<file path="src/rtl/rsa_operand_fetch.sv">
// rsa_operand_fetch
//   Walks the operand SRAM for one modular exponentiation: 64 message words,
//   64 key (E/D) words, then 64 modulus words, and presents each word on a
//   valid/ready stream tagged with its operand select and word index.
//   The SRAM has a 1-cycle synchronous read and captures its address on
//   sram_en, so while the consumer stalls we simply stop enabling the SRAM.
//   Its output then stays on the last word, and no skid buffer is needed.
//
//   Optional feature (macro RSA_FETCH_PERF_EN):
//     adds the stall_cnt output, a saturating count of cycles in which a beat
//     was offered but not accepted. The count is cleared on start and holds
//     after done. When the macro is undefined the port and the counter are
//     both absent.
//
//   state   | meaning
//   --------+-------------------------------------------------------------
//   S_IDLE  | waiting for start; issue pointer parked at 0
//   S_FETCH | issuing SRAM reads and streaming beats
//   S_DONE  | last beat accepted; done pulses for this single cycle
module rsa_operand_fetch #(
  parameter int DW       = 32,
  parameter int AW       = 8,
  parameter int WORDS    = 64,
  parameter int MSG_BASE = 0,
  parameter int KEY_BASE = 64,
  parameter int MOD_BASE = 128
) (
  input  logic          clk,
  input  logic          rst_n,
  input  logic          start,
  input  logic          abort,
  output logic          busy,
  output logic          done,
  output logic          sram_en,
  output logic [AW-1:0] sram_addr,
  input  logic [DW-1:0] sram_data,
  output logic          out_valid,
  input  logic          out_ready,
  output logic [DW-1:0] out_data,
  output logic [1:0]    out_sel,
  output logic [5:0]    out_idx
`ifdef RSA_FETCH_PERF_EN
  ,
  output logic [15:0]   stall_cnt
`endif
);

  typedef enum logic [1:0] {
    S_IDLE  = 2'd0,
    S_FETCH = 2'd1,
    S_DONE  = 2'd2
  } state_t;

  localparam logic [5:0] IDX_LAST = 6'(WORDS - 1);

  state_t        state;
  // The issue pointer is kept as {segment, index}. Segment 3 means that all
  // 3*WORDS reads have been issued.
  logic [1:0]    seg;
  logic [5:0]    idx;
  logic          pending;
  logic          issue_end;
  logic          accept;
  logic          launch;
  logic [AW-1:0] base_addr;

  assign issue_end = (seg == 2'd3);
  assign accept    = pending & out_ready;
  // A new read may launch only when the output register is empty or is being
  // drained this cycle. Launching during a stall would overwrite the word the
  // consumer has not taken yet. abort suppresses the final read.
  assign launch    = (state == S_FETCH) & ~issue_end & (~pending | out_ready) & ~abort;

  assign sram_en   = launch;
  assign out_valid = pending;
  assign out_data  = sram_data;

  // Map the operand segment to its SRAM block base and add the word index.
  always_comb begin
    base_addr = '0;
    case (seg)
      2'd0:    base_addr = AW'(MSG_BASE);
      2'd1:    base_addr = AW'(KEY_BASE);
      2'd2:    base_addr = AW'(MOD_BASE);
      default: base_addr = '0;
    endcase
    sram_addr = base_addr + AW'(idx);
  end

  // Sequencer: controls the issue pointer, the pending beat, and the
  // registered status outputs.
  always_ff @(posedge clk or negedge rst_n) begin
    if (!rst_n) begin
      state   <= S_IDLE;
      busy    <= 1'b0;
      done    <= 1'b0;
      seg     <= 2'd0;
      idx     <= 6'd0;
      pending <= 1'b0;
      out_sel <= 2'd0;
      out_idx <= 6'd0;
    end else begin
      case (state)
        S_IDLE: begin
          busy    <= 1'b0;
          done    <= 1'b0;
          seg     <= 2'd0;
          idx     <= 6'd0;
          pending <= 1'b0;
          if (start && !abort) begin
            state <= S_FETCH;
            busy  <= 1'b1;
          end
        end

        S_FETCH: begin
          if (abort) begin
            state   <= S_IDLE;
            busy    <= 1'b0;
            pending <= 1'b0;
            seg     <= 2'd0;
            idx     <= 6'd0;
          end else begin
            if (launch) begin
              pending <= 1'b1;
              out_sel <= seg;
              out_idx <= idx;
              if (idx == IDX_LAST) begin
                idx <= 6'd0;
                seg <= seg + 2'd1;
              end else begin
                idx <= idx + 6'd1;
              end
            end else if (accept) begin
              pending <= 1'b0;
            end
            // Finish in the cycle in which the final beat is taken. done then
            // appears in the cycle right after the last handshake.
            if (issue_end && (!pending || accept)) begin
              state <= S_DONE;
              done  <= 1'b1;
            end
          end
        end

        S_DONE: begin
          state <= S_IDLE;
          busy  <= 1'b0;
          done  <= 1'b0;
          seg   <= 2'd0;
          idx   <= 6'd0;
        end

        default: begin
          state   <= S_IDLE;
          busy    <= 1'b0;
          done    <= 1'b0;
          pending <= 1'b0;
        end
      endcase
    end
  end

`ifdef RSA_FETCH_PERF_EN
  // Count the cycles in which the consumer back-pressures an offered beat.
  always_ff @(posedge clk or negedge rst_n) begin
    if (!rst_n) begin
      stall_cnt <= 16'd0;
    end else if (state == S_IDLE && start && !abort) begin
      stall_cnt <= 16'd0;
    end else if (pending && !out_ready && stall_cnt != 16'hFFFF) begin
      stall_cnt <= stall_cnt + 16'd1;
    end
  end
`endif

endmodule

</file>
<file path="config.mk">
export PLATFORM = sky130hd
export DESIGN_NAME = rsa_operand_fetch
export DESIGN_NICKNAME = d
export VERILOG_FILES = /design/src/rtl/rsa_operand_fetch.sv
export SDC_FILE = /design/constraint.sdc
export NUM_CORES = 1
export LEC_CHECK = 0
export BUFFER_PORTS_ARGS = -buffer_cell sky130_fd_sc_hd__buf_4
export CAP_MARGIN = 15
export CORE_MARGIN = 2
export CORE_UTILIZATION = 41
export CTS_CLUSTER_SIZE = 30
export DETAILED_ROUTE_END_ITERATION = 6
export PLACE_DENSITY_LB_ADDON = 0.15
export SLEW_MARGIN = 20
export SYNTH_ARGS = -nofsm -noshare
export SYNTH_HDL_FRONTEND = slang
export SYNTH_SLANG_ARGS = --single-unit
</file>
<file path="constraint.sdc">
create_clock -name clk -period 1.85 [get_ports clk]
set_clock_uncertainty 0.05 [all_clocks]
set_input_delay 0.0925 -clock clk [delete_from_list [all_inputs] [get_ports clk]]
set_output_delay 0.0925 -clock clk [all_outputs]
set_load 0.01 [all_outputs]
</file>
==> flow_summary.yaml <==
critical_path:
  critPathKind: "reg2out"
  rrSetupSlack_ns: 0.17
  crit_arrival_ns: 1.61
  end_kind: "output pin"
  worstPathRequired_ns: 1.71
  crit_fanout: 13
  critPathLaunchType: "flip-flop"
routing:
  wl_per_cell_um: 15.0
  dr.pass1.iters: 4
  met2RoutedLength_um: 1060
  vias: 841
  wl_met1_um: 1020
  routed_wl_um: 2320
  met3WireLength_um: 195
  drt_iter0_drc: 11
  antenna_left: 0
  drc_errors: 0
  maxUsedRoutingLayer: "met4"
  via_per_inst: 5.43
final_layout:
  syn2layout_area_growth_pct: 4.59
  fin_nets: 164
  fillers: 303
  fin_cells: 155
  drive_above_1_share_pct: 36.1
  diodes: 0
synthesis:
  yosys-top-cells-area: "dfrtp_1 41%, buf_4 19%, mux2_2 6.2%"
  netlist_instances: 122
  synth_largest_area_cell: "dfrtp_1"
  seq_area_frac_synth_pct: 41.0
  ys_async_sr_fraction_pct: 100
  yosys.area.top_type_share_pct: 41.0
  ys_types: 35
  syn_nets: 163
  yosys.cell_count.top_type: "buf_4"
  synth_area_um2: 1280
  synth_top_family_by_area: "buffers and inverters"
  synth_xor_xnor_area_share_pct: 0
  ys_top_cells_by_count: "33 x buf_4, 21 x dfrtp_1, 7 x mux2_2"
  synth_compound_area_share_pct: 7.81
  ys_ff_latch: 21
  synthSimpleGateAreaFrac_pct: 15.4
  avgSynthCellArea_um2: 10.5
  ys_warn_count: 0
  synth_fa_ha_area_share_pct: 3.91
  synthMuxAreaShare_pct: 10.2
  synth_edf_count: 0
  synth_ff_type: "dfrtp_1"
global_route:
  antenna_found_initial: 0
  grt_usage_pct: 14.0
  grt_pass1_vias: 786
  grt_pass1_wl_um: 3770
  overflow: 0
  grt_max_degree: 22
cts:
  cts.sinks: 21
  clk_latency_ns: 0.30
  numCtsBuffers: 3
  path_clk_slew_ns: 0.12
  cts_root_buffer: "clkbuf_4"
  htree_levels: 1
  cts.path.max_buffers: 2
  cts_tree: "yes"
  postCtsSetupBuffers: 0
timing:
  worstMarginPinSlew_ns: 0.374
  min_period_ns: 1.76
  setup_viol: 0
  tns_ns: 0
  final_hold_viol_count: 0
  fin_crit_sh_pct: 94.9
  timing.fmax_mhz: 569
  final_max_slew_viol_count: 0
  rsz0062_at_grt: "no"
  timing.slew.headroom_pct: 74.7
floorplan:
  die-area_um2: 3590
  core-area_um2: 3000
  io_pins: 89
  die_h_um: 59.9
  placementRows: 20
  initial_utilization_pct: 42.7
  fp.dieW_um: 59.9
placement:
  placed_cells: 149
  gp_congestion: 0.770
  dp_hpwl_um: 1690
  port-buffer-count: 24
power:
  powerDensity_nw_per_um2: 584
  power_mw: 0.783
  p_leak_nw: 0.671
  peakVddDrop_v: 0.000185
run:
  maxCapViolCount: 0
worst_hold_path:
  min_path_type: "in2reg"
outcome:
  outcome: "finished, final reports clean"
-- layer usage --
metal  up-vias  track usage (%)
met1       396             18.7
met3        10             3.68
li1        390                -
met5         -                0
met4         0             6.98
met2        45             21.0
-- where the power goes --
part / internal (mW) / switching, mW
logic: 0.0436 / 0.0431
registers: 0.468 / 0.00640
clock network: 0.0839 / 0.138
total: 0.595 / 0.187
-- worst paths after layout --
kind | startpoint | endpoint | cells after the start
max | seg[1]$_DFFE_PN0P_ | sram_en | 4
min | start | state[0]$_DFFE_PN0P_ | 3
max reg2reg | seg[1]$_DFFE_PN0P_ | out_idx[1]$_DFFE_PN0P_ | 4
min reg2reg | out_sel[0]$_DFFE_PN0P_ | out_sel[0]$_DFFE_PN0P_ | 1
max in group asynchronous | rst_n | seg[1]$_DFFE_PN0P_ | 2
min in group asynchronous | rst_n | out_valid$_DFFE_PN0P_ | 2
-- logic make-up (layout without fill, tap and decap cells) --
kind of cell | after synthesis | after routing
DFF | 21 | 21
AOI/OAI and AO/OA | 15 | 15
muxes | 12 | 12
adders and majority gates | 4 | 4
and+or+nand+nor | 31 | 31
buffers and inverters | 39 | 39
-- what timing repair did --
item                       in CTS  in global routing
gates resized for setup         0                  2
hold buffers                    2                  0
setup endpoints to repair       0                  1
hold endpoints to repair       23                  0
-- through the flow --
step	instance area [µm²]	hold slack, ns	worst slack (ns)	util (%)
finish	1340	0.0131	0.0936	44.6
detailed placement	1290	-0.0524	0.119	43.0
floorplan	1280	-0.253	0.129	-
global route	1340	0.0329	0.0124	44.6
CTS	1340	0.00775	0.00642	44.5
global placement	1290	-0.0536	0.173	43.0
-- area by class of cell --
class	instances	area, µm²	share of cell area [%]
flip-flops and latches	21	527	39.3
inverters	4	15.0	1.12
repair buffers	31	250	18.7
clock buffers	4	26.3	1.96
well taps	33	41.3	3.08
multi-input cells	62	480	35.9
-- state kept, by name (all words and copies together) (netlist names) --
name       flops
busy           1
done           1
idx            6
out_idx        6
out_sel        2
out_valid      1
seg            2
state          2
-- layout by cell type (no fill, tap or decap), types with 2 or more instances in the layout --
master          n
inv_1           4
nor2_1          4
dfrtp_1        20
nand3_1         4
and3_1          2
ha_1            3
clkbuf_4        3
o21ai_0         4
nand2_1         6
dlygate4sd3_1   2
nor3_1          3
nand2b_1        2
o31ai_1         2
buf_4          28
o21ai_1         2
mux2i_1         4
mux2_2          7
-- critical path, stage by stage (launching register included) --
cell     delay (ns)
dfrtp_2        0.46
ha_2           0.23
nor4_4         0.32
buf_12         0.18
buf_4          0.12
(Power assumes the default switching activity.)
